--- src/rtl/wordcount_pkg.sv ---
// wordcount_pkg
//   Shared constants for the word-count kernel: stream geometry, command
//   codes, FSM state encodings, delimiter byte values and a helper that
//   classifies a byte as a word delimiter.
package wordcount_pkg;

  localparam int DATA_W     = 512;
  localparam int ADDR_W     = 64;
  localparam int CNT_W      = 32;
  localparam int BEAT_BYTES = 64;

  localparam logic [31:0] CMD_COUNT = 32'd1;

  // FSM state encodings
  localparam logic [2:0] IDLE      = 3'd0;
  localparam logic [2:0] RD_START  = 3'd1;
  localparam logic [2:0] RD_STREAM = 3'd2;
  localparam logic [2:0] RD_WAIT   = 3'd3;
  localparam logic [2:0] WR_START  = 3'd4;
  localparam logic [2:0] WR_DATA   = 3'd5;
  localparam logic [2:0] WR_WAIT   = 3'd6;
  localparam logic [2:0] DONE      = 3'd7;

  // Bytes that separate words
  localparam logic [7:0] DELIM_NUL = 8'h00;
  localparam logic [7:0] DELIM_TAB = 8'h09;
  localparam logic [7:0] DELIM_LF  = 8'h0A;
  localparam logic [7:0] DELIM_CR  = 8'h0D;
  localparam logic [7:0] DELIM_SP  = 8'h20;

  function automatic logic is_delim(input logic [7:0] b);
    return (b == DELIM_NUL) || (b == DELIM_TAB) || (b == DELIM_LF) ||
           (b == DELIM_CR)  || (b == DELIM_SP);
  endfunction

endpackage

--- src/rtl/wordcount_beat_counter.sv ---
// wordcount_beat_counter
//   Purely combinational: counts word starts in one 64-byte beat.
//   Ports:
//     beat        in  512  beat bytes, byte 0 = [7:0] is first in text order
//     prev_delim  in  1    the byte before byte 0 was a delimiter
//     start_cnt   out 7    number of word starts in this beat (0..64)
//     last_delim  out 1    byte 63 of this beat is a delimiter
module wordcount_beat_counter
  import wordcount_pkg::*;
(
  input  logic [DATA_W-1:0] beat,
  input  logic              prev_delim,
  output logic [6:0]        start_cnt,
  output logic              last_delim
);

  logic [6:0] cnt;
  logic       pd;
  logic       cur_delim;

  // Walk the bytes in text order; a start is a non-delimiter whose
  // predecessor was a delimiter. pd carries the predecessor's class.
  always_comb begin
    cnt       = 7'd0;
    pd        = prev_delim;
    cur_delim = 1'b0;
    for (int i = 0; i < BEAT_BYTES; i++) begin
      cur_delim = is_delim(beat[i*8 +: 8]);
      if (!cur_delim && pd) begin
        cnt = cnt + 7'd1;
      end
      pd = cur_delim;
    end
    start_cnt  = cnt;
    last_delim = pd;
  end

endmodule

--- src/rtl/wordcount_top.sv ---
// wordcount_top
//   Control and datapath core of the word-count kernel. A kick latches the
//   scalar arguments, the read master streams the text in, whitespace-
//   delimited words are counted, and one 512-bit result beat is written.
//   Result beat: [31:0] word count, [63:32] beats received, [95:64] busy
//   cycle count when WORDCOUNT_CYCLE_COUNTER_EN is defined (else 0), rest 0.
//   Ports:
//     clk, reset                      clock, synchronous active-high reset
//     kick / busy                     job start pulse / job in progress
//     command, num_of_words,
//     global_memory_offset            scalar job arguments
//     reader_ctrl_*                   read master start/done/address/size
//     reader_s_axis_*                 input text stream (tlast ignored)
//     writer_ctrl_*                   write master start/done/address/size
//     writer_m_axis_*                 result beat stream
module wordcount_top
  import wordcount_pkg::*;
(
  input  logic              clk,
  input  logic              reset,
  input  logic              kick,
  output logic              busy,
  input  logic [31:0]       command,
  input  logic [31:0]       num_of_words,
  input  logic [ADDR_W-1:0] global_memory_offset,
  output logic              reader_ctrl_start,
  input  logic              reader_ctrl_done,
  output logic [ADDR_W-1:0] reader_ctrl_addr_offset,
  output logic [ADDR_W-1:0] reader_ctrl_xfer_size_in_bytes,
  input  logic              reader_s_axis_tvalid,
  output logic              reader_s_axis_tready,
  input  logic [DATA_W-1:0] reader_s_axis_tdata,
  input  logic              reader_s_axis_tlast,
  output logic              writer_ctrl_start,
  input  logic              writer_ctrl_done,
  output logic [ADDR_W-1:0] writer_ctrl_addr_offset,
  output logic [ADDR_W-1:0] writer_ctrl_xfer_size_in_bytes,
  output logic              writer_m_axis_tvalid,
  input  logic              writer_m_axis_tready,
  output logic [DATA_W-1:0] writer_m_axis_tdata
);

  logic [2:0]        state;
  logic [CNT_W-1:0]  nwords_q;
  logic [ADDR_W-1:0] offset_q;
  logic [CNT_W-1:0]  beats_rx;
  logic [CNT_W-1:0]  word_cnt;
  logic              prev_delim;
  logic              rd_done_seen;
  logic              wr_done_seen;
  logic [6:0]        beat_starts;
  logic              beat_last_delim;
  logic              beat_fire;
  logic [ADDR_W-1:0] in_bytes;
  logic [31:0]       cycle_field;
  logic              unused_tlast;

  // Termination is by beat count, so tlast carries no information here.
  assign unused_tlast = reader_s_axis_tlast;

  wordcount_beat_counter u_beat_counter (
    .beat       (reader_s_axis_tdata),
    .prev_delim (prev_delim),
    .start_cnt  (beat_starts),
    .last_delim (beat_last_delim)
  );

  assign in_bytes  = {26'd0, nwords_q, 6'd0};
  assign beat_fire = reader_s_axis_tvalid && reader_s_axis_tready;

  assign reader_ctrl_start              = (state == RD_START);
  assign reader_ctrl_addr_offset        = offset_q;
  assign reader_ctrl_xfer_size_in_bytes = in_bytes;
  assign reader_s_axis_tready           = (state == RD_STREAM) && (beats_rx < nwords_q);

  // The result is written right after the input text. Size outputs stay 0
  // out of reset since nwords_q/offset_q are cleared.
  assign writer_ctrl_start              = (state == WR_START);
  assign writer_ctrl_addr_offset        = offset_q + in_bytes;
  assign writer_ctrl_xfer_size_in_bytes = (state == IDLE && !busy && nwords_q == '0 && offset_q == '0)
                                          ? '0 : ADDR_W'(BEAT_BYTES);
  assign writer_m_axis_tvalid           = (state == WR_DATA);
  assign writer_m_axis_tdata            = {416'd0, cycle_field, beats_rx, word_cnt};

`ifdef WORDCOUNT_CYCLE_COUNTER_EN
  logic [31:0] cycle_cnt;

  // Counts every cycle the job is busy; restarts with each accepted kick.
  always_ff @(posedge clk) begin
    if (reset) begin
      cycle_cnt <= '0;
    end else if (state == IDLE && kick) begin
      cycle_cnt <= '0;
    end else if (busy) begin
      cycle_cnt <= cycle_cnt + 32'd1;
    end
  end

  assign cycle_field = cycle_cnt;
`else
  assign cycle_field = 32'd0;
`endif

  // Main job FSM. Done pulses from either master are remembered while a
  // job is active so an early done is still honoured in the wait states.
  always_ff @(posedge clk) begin
    if (reset) begin
      state        <= IDLE;
      busy         <= 1'b0;
      nwords_q     <= '0;
      offset_q     <= '0;
      beats_rx     <= '0;
      word_cnt     <= '0;
      prev_delim   <= 1'b1;
      rd_done_seen <= 1'b0;
      wr_done_seen <= 1'b0;
    end else begin
      if (state != IDLE) begin
        if (reader_ctrl_done) rd_done_seen <= 1'b1;
        if (writer_ctrl_done) wr_done_seen <= 1'b1;
      end
      case (state)
        IDLE: begin
          if (kick) begin
            nwords_q     <= num_of_words;
            offset_q     <= global_memory_offset;
            busy         <= 1'b1;
            beats_rx     <= '0;
            word_cnt     <= '0;
            prev_delim   <= 1'b1;
            rd_done_seen <= 1'b0;
            wr_done_seen <= 1'b0;
            if (command != CMD_COUNT) begin
              state <= DONE;
            end else if (num_of_words == '0) begin
              state <= WR_START;
            end else begin
              state <= RD_START;
            end
          end
        end
        RD_START: state <= RD_STREAM;
        RD_STREAM: begin
          if (beat_fire) begin
            beats_rx   <= beats_rx + 32'd1;
            word_cnt   <= word_cnt + {25'd0, beat_starts};
            prev_delim <= beat_last_delim;
            if (beats_rx + 32'd1 == nwords_q) begin
              state <= RD_WAIT;
            end
          end
        end
        RD_WAIT: begin
          if (reader_ctrl_done || rd_done_seen) state <= WR_START;
        end
        WR_START: state <= WR_DATA;
        WR_DATA: begin
          if (writer_m_axis_tready) state <= WR_WAIT;
        end
        WR_WAIT: begin
          if (writer_ctrl_done || wr_done_seen) state <= DONE;
        end
        DONE: begin
          busy  <= 1'b0;
          state <= IDLE;
        end
        default: state <= IDLE;
      endcase
    end
  end

endmodule

--- config.mk ---
export PLATFORM = sky130hd
export DESIGN_NAME = wordcount_top
export DESIGN_NICKNAME = d
export VERILOG_FILES = /design/src/rtl/wordcount_pkg.sv /design/src/rtl/wordcount_beat_counter.sv /design/src/rtl/wordcount_top.sv
export SDC_FILE = /design/constraint.sdc
export NUM_CORES = 1
export LEC_CHECK = 0
export BUFFER_PORTS_ARGS = -buffer_cell sky130_fd_sc_hd__buf_2
export CORE_AREA = 2 2 554 556
export DETAILED_ROUTE_END_ITERATION = 10
export DIE_AREA = 0 0 556 558
export PLACE_DENSITY = 0.33
export SETUP_SLACK_MARGIN = 0.4
export SLEW_MARGIN = 20
export SYNTH_ARGS = -nofsm -noshare
export SYNTH_HDL_FRONTEND = slang
export SYNTH_SLANG_ARGS = --single-unit
--- constraint.sdc ---
create_clock -name clk -period 155.1 [get_ports clk]
set_clock_uncertainty 0.05 [all_clocks]
set_input_delay 31.02 -clock clk [delete_from_list [all_inputs] [get_ports clk]]
set_output_delay 31.02 -clock clk [all_outputs]
set_load 0.005 [all_outputs]
==> qor.txt <==
Net Sw Frac - 47.80%
die height - 558 µm
1st-pass router iterations - 6
Hold Buf Count CTS - 0
DR WL/cell - 15.30 µm
Final Max Tran Viols - 0
most common cell in the synthesized netlist - buf_4
kind of cell adding the most delay to the critical path - adder cells
syn_area_per_cell - 7.212 µm²
Post-Syn Area - 26,270 µm²
max frequency - 12.77 MHz
cell taking the most area after synthesis - buf_4
worst slew pin tran - 1.196 ns
CTS clock-pin slew for the worst setup and hold paths - 0.05 ns
crit share post-route - 50.48%
# fillers - 35,535
Vias/cell - 3.200
sequential area share after synthesis - 12.72%
Static Leak - 14.47 nW
CTS tree - built
starting density of the core - 8.627%
antenna violations before repair - 54
outcome - completed
Clock Sinks - 167
slew margin rel. - 20.08%
largest net degree at the start of global routing - 73
die area - 310,200 µm²
Pwr Density - 8.032 nW/µm²
worst hold path type - reg -> reg
cells after synthesis - 3,643
minimum clock period - 78.30 ns
Detailed Place HPWL - 113,800 µm
Synth-to-Final Area Change - 30.65%
Final Hold Vio Count - 0
Worst R2R Path Depth - 202
final net count - 5,264
Cells after DPL - 8,449
ys async rst share - 0%
core area - 304,500 µm²
Clock power frac - 20.6%
Peak VDD IR - 0.000005221 V
Synth Flop Type - dfxtp_1
combinational share of power - 57.4%
gr usage total - 7.867%
total stage count of the critical path - 208
WP buf/inv - 16
P_sw - 0.1318 mW
post-CTS sizing - 0
P_int - 0.1439 mW
Die X - 556 µm
CP dominant cell by count - ha_1
critical path launch point - reader_s_axis_tdata[0]
first-pass GRT wire length - 179,200 µm
Synth cell types - 115
Post-synth top cells - buf_4 (550), nand2_1 (403), nor2_1 (316)
WHS Path Cells - 2
slowest CP cell - nand4bb_1
Setup Buffers After CTS - 0
Post-synth EDFFs - 0
number of global-route vias before repair - 25,480
drt initial violations - 1,172
critical path endpoint - word_cnt[24]$_SDFFE_PP0P_
drc violations - 0
unrepaired setup endpoints after global routing - no
CTS Buf Count - 25
setup_tns - 0 ns
final setup fails - 0
internal reg-to-reg setup slack - 107.82 ns
GPL Wtd Cong - 0.8320
buffers added on ports - 876
Clock Latency Late Sink - 0.54 ns
layout cells sized above 1 - 23.88%
Yosys top cell area share - 15.72%
flops & latches, synth - 167
io pins - 1,421
DRT Wirelength - 130,000 µm
Critical Path RT - 155.42 ns
Crit path largest cell delay - 0.77 ns
Startpoint Class - input port
Final ANT Viol Nets - 0
crit path max fanout - 13
synth top area cells - buf_4 (16%), dfxtp_1 (13%), xnor2_1 (7.1%)
Worst R2R Start - prev_delim$_SDFFE_PP1P_
crit end category - flip-flop
Crit path arrival time - 78.61 ns
FF-to-FF End - word_cnt[24]$_SDFFE_PP0P_
Non-Filler Instances - 8,494
via count - 27,185
Max Cap Violations - 0
total grt overflow - 0
Setup CP Type - in -> reg
Row Count - 203
clk buf depth - 3
H-Tree Depth - 4
Root Buffer - clkbuf_16
Sequential Power Share - 22.0%
Yosys warnings - 0
[routing by layer]
metal | part of all wire (%) | global-route usage, % | vias to the layer above
met3 | 5.8 | 1.484 | 137
met4 | 1.9 | 1.761 | 16
met1 | 43 | 9.721 | 12609
li1 | - | - | 13388
met5 | 0.076 | 0 | -
met2 | 49 | 13.97 | 1035
[stage by stage]
step | hold slack, ns | util [%] | total power [mW] | setup WS (ns) | cell area (µm²)
6_report | 0.4249 | 11.27 | 0.2757 | 76.80 | 34330
5_1_grt | 0.4393 | 11.27 | 0.3020 | 72.75 | 34320
4_1_cts | 0.4280 | 11.26 | 0.2818 | 76.37 | 34290
3_5_place_dp | 0.4126 | 11.02 | 0.2218 | 75.99 | 33550
3_3_place_gp | 0.4096 | 11.02 | 0.2211 | 76.11 | 33550
2_1_floorplan | 0.3874 | - | 0.1660 | 82.29 | 28310
[state kept, by name (all words and copies together) (netlist names)]
name                     count
reader_ctrl_addr_offset     64
wr_done_seen                 1
state                        3
word_cnt                    32
prev_delim                   1
nwords_q                    32
busy                         1
beats_rx                    32
rd_done_seen                 1
[worst min path at each step]
stage | startpoint | end | slack (ns)
2_1_floorplan | wr_done_seen$_SDFF_PP0_ | wr_done_seen$_SDFF_PP0_ | 0.39
3_3_place_gp | wr_done_seen$_SDFF_PP0_ | wr_done_seen$_SDFF_PP0_ | 0.41
3_5_place_dp | wr_done_seen$_SDFF_PP0_ | wr_done_seen$_SDFF_PP0_ | 0.41
4_1_cts | word_cnt[0]$_SDFFE_PP0P_ | word_cnt[0]$_SDFFE_PP0P_ | 0.43
5_1_grt | word_cnt[3]$_SDFFE_PP0P_ | word_cnt[3]$_SDFFE_PP0P_ | 0.44
6_report | word_cnt[0]$_SDFFE_PP0P_ | word_cnt[0]$_SDFFE_PP0P_ | 0.42
[logic make-up (layout without fill, tap and decap cells)]
family,count (synthesis),in the layout,share of synthesized area [%]
and+or+nand+nor,1398,1398,26.25
buffers and inverters,787,1086,19.16
AOI/OAI and AO/OA,700,700,16.89
xor gates and xnor gates,362,362,14.70
DFF,167,167,12.72
adders and majority gates,141,141,6.734
muxes,87,87,3.533
other,1,556,0.01427
[power by group through the flow]
| stage | sequential (mW) | clock, mW | combinational (mW) |
|---|---|---|---|
| after floorplan | 0.0553 | 0 | 0.111 |
| after global placement | 0.0618 | 0 | 0.159 |
| after detailed placement | 0.0619 | 0 | 0.160 |
| after CTS | 0.0609 | 0.0597 | 0.161 |
| after global routing | 0.0616 | 0.0612 | 0.179 |
| final | 0.0605 | 0.0569 | 0.158 |
[worst reg2reg max path, delay by kind of cell, from the launching register on]
family	cells	cell delay (ns)
muxes	24	7.16
DFF	1	0.41
and+or+nand+nor	39	6.04
AOI/OAI and AO/OA	59	11.98
buffers and inverters	15	1.61
xor gates and xnor gates	2	0.26
adders and majority gates	63	19.61
[final cells by class]
class | instances | area [µm²] | area share [%]
diodes | 13 | 32.53 | 0.09477
repair buffers | 909 | 4634 | 13.50
clock inverters | 3 | 68.82 | 0.2005
inverters | 145 | 544.3 | 1.586
multi-input cells | 3231 | 20030 | 58.36
flip-flops and latches | 167 | 3343 | 9.739
well taps | 3997 | 5001 | 14.57
clock buffers | 29 | 670.6 | 1.954
[layout by cell type (no fill, tap or decap), drive strengths merged, types with 24 or more instances in the layout]
cell type  count
buf          909
conb         543
nand2        403
nor2         316
a21oi        271
xnor2        230
dfxtp        167
inv          145
o21ai        144
ha           135
nor3         130
xor2         103
nand3         88
nor4          79
nand4         64
and3          62
nor2b         59
a31oi         52
mux2i         44
mux2          43
or3           33
nand2b        33
o21a          29
clkbuf        29
nor3b         27
xnor3         24
(Power assumes the default switching activity.)
